### config.mk
export PLATFORM = sky130hd
export DESIGN_NAME = mix_columns_seq
export DESIGN_NICKNAME = d
export VERILOG_FILES = /design/src/rtl/mix_columns_seq.sv
export SDC_FILE = /design/constraint.sdc
export NUM_CORES = 1
export LEC_CHECK = 0
export ABC_AREA = 1
export CORE_ASPECT_RATIO = 1.1
export CORE_MARGIN = 8
export CORE_UTILIZATION = 41
export CTS_BUF_LIST = sky130_fd_sc_hd__clkbuf_8
export DETAILED_ROUTE_END_ITERATION = 10
export HOLD_SLACK_MARGIN = 0.03
export SLEW_MARGIN = 15
export SYNTH_ARGS = -nofsm -noshare
export SYNTH_HDL_FRONTEND = slang
export SYNTH_SLANG_ARGS = --single-unit
export TNS_END_PERCENT = 10
### constraint.sdc
create_clock -name clk -period 2.32 [get_ports clk]
set_input_delay 0.58 -clock clk [delete_from_list [all_inputs] [get_ports clk]]
set_output_delay 0.58 -clock clk [all_outputs]
set_load 0.005 [all_outputs]
### src/rtl/mix_columns_seq.sv
// Sequential AES MixColumns / InvMixColumns engine: accepts one 128-bit state,
// rewrites it in place COLS_PER_CYCLE columns per clock, then holds the result.
module mix_columns_seq #(
    parameter int COLS_PER_CYCLE = 1,
    parameter bit INV_EN         = 1'b1
) (
    input  logic         clk,
    input  logic         reset,
    input  logic         in_valid,
    output logic         in_ready,
    input  logic [127:0] in_data,
    input  logic         in_mode,
    output logic         out_valid,
    input  logic         out_ready,
    output logic [127:0] out_data,
    output logic         busy
);

    generate
        if (!(COLS_PER_CYCLE == 1 || COLS_PER_CYCLE == 2 || COLS_PER_CYCLE == 4)) begin : g_bad_param
            $error("mix_columns_seq: COLS_PER_CYCLE must be 1, 2 or 4");
        end
    endgenerate

    localparam logic [1:0] S_IDLE = 2'd0;
    localparam logic [1:0] S_BUSY = 2'd1;
    localparam logic [1:0] S_DONE = 2'd2;
    localparam logic [2:0] STEP   = 3'(COLS_PER_CYCLE);

    logic [1:0]   r_state;
    logic [1:0]   r_cnt;
    logic         r_mode;
    logic [127:0] r_work;
    logic [127:0] w_next_work;
    logic         w_last;

    function automatic logic [7:0] xtime(input logic [7:0] b);
        return {b[6:0], 1'b0} ^ (b[7] ? 8'h1b : 8'h00);
    endfunction

    function automatic logic [31:0] fwd_col(input logic [31:0] col);
        logic [7:0] a0, a1, a2, a3;
        logic [7:0] d0, d1, d2, d3;
        a0 = col[31:24]; a1 = col[23:16]; a2 = col[15:8]; a3 = col[7:0];
        d0 = xtime(a0); d1 = xtime(a1); d2 = xtime(a2); d3 = xtime(a3);
        return {d0 ^ (d1 ^ a1) ^ a2 ^ a3,
                a0 ^ d1 ^ (d2 ^ a2) ^ a3,
                a0 ^ a1 ^ d2 ^ (d3 ^ a3),
                (d0 ^ a0) ^ a1 ^ a2 ^ d3};
    endfunction

    // Multiples 9, b, d, e built from the 2x/4x/8x xtime chain of each byte.
    function automatic logic [31:0] inv_col(input logic [31:0] col);
        logic [7:0] a [4];
        logic [7:0] m9 [4];
        logic [7:0] mb [4];
        logic [7:0] md [4];
        logic [7:0] me [4];
        logic [7:0] x2, x4, x8;
        for (int r = 0; r < 4; r++) begin
            a[r]  = col[31-8*r -: 8];
            x2    = xtime(a[r]);
            x4    = xtime(x2);
            x8    = xtime(x4);
            m9[r] = x8 ^ a[r];
            mb[r] = x8 ^ x2 ^ a[r];
            md[r] = x8 ^ x4 ^ a[r];
            me[r] = x8 ^ x4 ^ x2;
        end
        return {me[0] ^ mb[1] ^ md[2] ^ m9[3],
                m9[0] ^ me[1] ^ mb[2] ^ md[3],
                md[0] ^ m9[1] ^ me[2] ^ mb[3],
                mb[0] ^ md[1] ^ m9[2] ^ me[3]};
    endfunction

    always_comb begin
        w_next_work = r_work;
        for (int c = 0; c < 4; c++) begin
            if (c >= int'(r_cnt) && c < int'(r_cnt) + COLS_PER_CYCLE) begin
                w_next_work[127-32*c -: 32] = r_mode ? inv_col(r_work[127-32*c -: 32])
                                                     : fwd_col(r_work[127-32*c -: 32]);
            end
        end
    end

    assign w_last = (({1'b0, r_cnt} + STEP) == 3'd4);

    always_ff @(posedge clk) begin
        if (reset) begin
            r_state <= S_IDLE;
            r_cnt   <= 2'd0;
            r_mode  <= 1'b0;
            r_work  <= 128'd0;
        end else begin
            case (r_state)
                S_IDLE: begin
                    if (in_valid) begin
                        r_work  <= in_data;
                        r_mode  <= in_mode & INV_EN;
                        r_cnt   <= 2'd0;
                        r_state <= S_BUSY;
                    end
                end
                S_BUSY: begin
                    r_work <= w_next_work;
                    if (w_last) begin
                        r_cnt   <= 2'd0;
                        r_state <= S_DONE;
                    end else begin
                        r_cnt <= r_cnt + STEP[1:0];
                    end
                end
                S_DONE: begin
                    if (out_ready) begin
                        r_state <= S_IDLE;
                    end
                end
                default: r_state <= S_IDLE;
            endcase
        end
    end

    assign in_ready  = (r_state == S_IDLE);
    assign out_valid = (r_state == S_DONE);
    assign busy      = (r_state == S_BUSY) || (r_state == S_DONE);
    assign out_data  = r_work;

endmodule

==> impl_metrics.xml <==
<?xml version="1.0" encoding="UTF-8"?>
<metrics>
  <group name="synth">
    <metric name="synthesized_netlist_net_count" unit="">4291</metric>
    <metric name="synthDistinctLibCells" unit="">43</metric>
    <metric name="yosys_register_bits" unit="">133</metric>
    <metric name="post_synth_instance_area" unit="sq um">25330</metric>
    <metric name="syn_avg_cell_area" unit="sq um">6.103</metric>
    <metric name="netlist.top_cell.by_area" unit="">sky130_fd_sc_hd__nand2_1</metric>
    <metric name="post_synth_inst_count" unit="">4151</metric>
    <metric name="synth.yosys.warnings" unit="">0</metric>
    <metric name="synth_seq_area_share" unit="%">10.51</metric>
    <metric name="netlist.area_leader.share" unit="%">20.06</metric>
    <metric name="synth.top_cells.by_area" unit="">sky130_fd_sc_hd__nand2_1, sky130_fd_sc_hd__xor2_1, sky130_fd_sc_hd__xnor2_1</metric>
  </group>
  <group name="cts">
    <metric name="clock_tree.htree_level_count" unit="">4</metric>
    <metric name="clock-sinks" unit="">133</metric>
    <metric name="root_buffer" unit="">sky130_fd_sc_hd__clkbuf_8</metric>
    <metric name="insertion_delay" unit="ns">0.58</metric>
    <metric name="cts_buffers" unit="">17</metric>
    <metric name="cts.reportedPaths.clkPinSlew" unit="ns">0.11</metric>
    <metric name="post_cts_hold_buffer_count" unit="">0</metric>
    <metric name="tritoncts" unit="">built</metric>
    <metric name="max-clock-path-buffers" unit="">2</metric>
  </group>
  <group name="final_layout">
    <metric name="stdcell_count" unit="">5367</metric>
    <metric name="area.growth.synth_to_final" unit="%">22.91</metric>
    <metric name="most_common_cell_after_layout_fill_and_taps_aside" unit="">sky130_fd_sc_hd__nand2_1</metric>
    <metric name="design.final.nets" unit="">4669</metric>
    <metric name="drive_gt1_share" unit="%">15.06</metric>
    <metric name="layout_common_cells" unit="">sky130_fd_sc_hd__nand2_1, sky130_fd_sc_hd__xor2_1, sky130_fd_sc_hd__xnor2_1</metric>
  </group>
  <group name="worst_setup_path">
    <metric name="crit_chain" unit="">buf_4 &gt; clkdlybuf4s50_1</metric>
    <metric name="timing.critical_path.max_delay_family" unit="">buffers and inverters</metric>
    <metric name="worstPathMaxFanout" unit="">6</metric>
    <metric name="path_class" unit="">flop to primary output</metric>
    <metric name="cp_data_arrival_time" unit="ns">1.67</metric>
    <metric name="critPathLaunchType" unit="">flop</metric>
    <metric name="critical_path_buf_inv_count" unit="">2</metric>
    <metric name="cpMaxStageDelayCell" unit="">sky130_fd_sc_hd__clkdlybuf4s50_1</metric>
    <metric name="endpoint_kind" unit="">primary output</metric>
    <metric name="worstReg2RegEnd" unit="">out_data[83]</metric>
    <metric name="reg2regPathDepth" unit="">15</metric>
    <metric name="timing.rr.start" unit="">out_data[71]</metric>
    <metric name="max_stage_delay" unit="ns">0.54</metric>
    <metric name="setup.reg_to_reg.worst_slack" unit="ns">0.19</metric>
    <metric name="required" unit="ns">1.74</metric>
  </group>
  <group name="place">
    <metric name="io_buffers" unit="">263</metric>
    <metric name="dp_slack" unit="ns">-0.04984</metric>
    <metric name="hpwlAfterDp" unit="um">78300</metric>
    <metric name="post-place-cells" unit="">5331</metric>
    <metric name="place_congestion" unit="">0.9794</metric>
  </group>
  <group name="worst_hold_path">
    <metric name="worst_hold_path.num_cells" unit="">4</metric>
    <metric name="worstHoldEndpoint" unit="">out_data[5]</metric>
    <metric name="min_from" unit="">reset</metric>
    <metric name="worstHoldPathType" unit="">primary input to flop</metric>
  </group>
  <group name="run_status">
    <metric name="run_status" unit="">finished clean</metric>
  </group>
  <group name="sta">
    <metric name="finalWorstSetupSlack" unit="ns">0.06856</metric>
    <metric name="setup_viol" unit="">0</metric>
    <metric name="max_freq" unit="GHz">0.4442</metric>
    <metric name="setup_tns" unit="ns">0</metric>
    <metric name="slew_headroom" unit="%">63.18</metric>
    <metric name="max_transition_viols_final" unit="">0</metric>
    <metric name="fin_crit" unit="ns">2.251</metric>
    <metric name="period_share" unit="%">97.04</metric>
    <metric name="timing.final.hold_violations" unit="">0</metric>
    <metric name="worstMarginPinSlew" unit="ns">0.5484</metric>
    <metric name="fin_worst_skew" unit="ns">0.02574</metric>
  </group>
  <group name="floorplan">
    <metric name="num_rows" unit="">95</metric>
    <metric name="io_pins" unit="">264</metric>
    <metric name="die_area" unit="sq um">70010</metric>
    <metric name="chip_width" unit="um">253.0</metric>
    <metric name="core_area" unit="sq um">61100</metric>
    <metric name="floorplan.initialDensity" unit="%">41.47</metric>
    <metric name="floorplan.die.height" unit="um">276.7</metric>
  </group>
  <group name="route">
    <metric name="dr.first_iter.drc_count" unit="">1951</metric>
    <metric name="antenna_violating_nets_left" unit="">0</metric>
    <metric name="via_count_normalized_by_instance_count" unit="">5.013</metric>
    <metric name="num_vias" unit="">26900</metric>
    <metric name="drtPass1Iterations" unit="">5</metric>
    <metric name="wirelength" unit="um">99170</metric>
    <metric name="drc" unit="">0</metric>
    <metric name="route.detailed.wl_per_inst" unit="um">18.48</metric>
  </group>
  <group name="global_routing">
    <metric name="grt_start_max_net_pins" unit="">75</metric>
    <metric name="grt_pass1_wl" unit="um">151400</metric>
    <metric name="grt_overflow_total" unit="">0</metric>
    <metric name="antenna_found_initial" unit="">3</metric>
    <metric name="first_global_vias" unit="">25460</metric>
    <metric name="globalRouteTotalUtil" unit="%">27.64</metric>
  </group>
  <group name="run">
    <metric name="max_cap_viol_count" unit="">0</metric>
  </group>
</metrics>
[area by class of cell]
class                           instances  area, sq um
Sequential cell                       133         2888
Timing Repair Buffer                  572         5348
Clock inverter                         15        178.9
Fill cell                            6358        29960
Antenna cell                            1        2.502
Inverter                              373         1429
Clock buffer                           17        234.0
Tap cell                              824         1031
Multi-Input combinational cell       3432        20030
[Yosys cell counts, drive strengths merged]
| cell type | number |
|---|---|
| nand2 | 1461 |
| xor2 | 607 |
| inv | 372 |
| xnor2 | 344 |
| nand3 | 270 |
| a21oi | 236 |
| nor2 | 224 |
| o21ai | 192 |
| dfxtp | 133 |
| buf | 128 |
| clkbuf | 83 |
| or2 | 28 |
| nand3b | 16 |
| o21bai | 15 |
| nor3 | 8 |
| ha | 7 |
| nand4 | 6 |
| o211ai | 6 |
| o21a | 6 |
| a21o | 4 |
| and2 | 1 |
| clkinv | 1 |
| dlygate4sd1 | 1 |
| dlymetal6s2s | 1 |
| xnor3 | 1 |
[worst max-delay path by stage]
stage | from | endpoint | cells past startpoint
floorplan | r_state[1] | out_data[56] | 10
global placement | in_valid | out_data[22] | 9
detailed placement | in_valid | out_data[11] | 9
CTS | out_data[88] | out_data[88] | 2
global route | out_data[49] | out_data[49] | 2
finish | out_data[110] | out_data[110] | 2
[logic make-up (layout without fill, tap and decap cells)]
group | after synthesis | count (layout) | synth area share [%]
and+or+nand+nor | 2014 | 2014 | 33.37
xor gates and xnor gates | 952 | 952 | 35.65
buffers and inverters | 586 | 977 | 10.71
AOI/OAI and AO/OA | 459 | 459 | 9.418
DFF | 133 | 133 | 10.51
adders and majority gates | 7 | 7 | 0.3457
other | 0 | 1 | 0
[tightest hold or removal path: cells and delay by family]
family	cells	cell delay [ns]
compound gates	2	0.14
buf+inv	2	0.23
[registers in the layout, indices dropped and copies added (netlist names)]
register  count
r_state       2
r_cnt         2
out_data    128
r_mode        1
[through the flow]
step,hold slack (ns),area (sq um),util (%)
after floorplan,0.4720,25330,-
after global placement,0.4943,30280,49.57
after detailed placement,0.5089,30280,49.57
after CTS,0.3714,31030,50.79
after global routing,0.4429,31140,50.96
final,0.4230,31140,50.96
[timing repair]
action	4_1_cts	5_1_grt
gates cloned	0	0
pin swaps	0	0
gates resized for setup	165	38
endpoints found under the setup margin	94	36
buffers inserted	2	2
[routing by layer]
layer  GRT usage, %  wire length [um]  share of wire (%)  up-vias
li1               -                 -                  -    13500
met1          35.74             43350                 44    12270
met2          46.82             46640                 47      981
met3          3.960              6437                6.5      150
met4          8.545              2726                2.7        2
met5              0                13              0.013        -
Power is not shown: default switching activity piles up to over one toggle a cycle in this logic, so the estimate is an artifact.
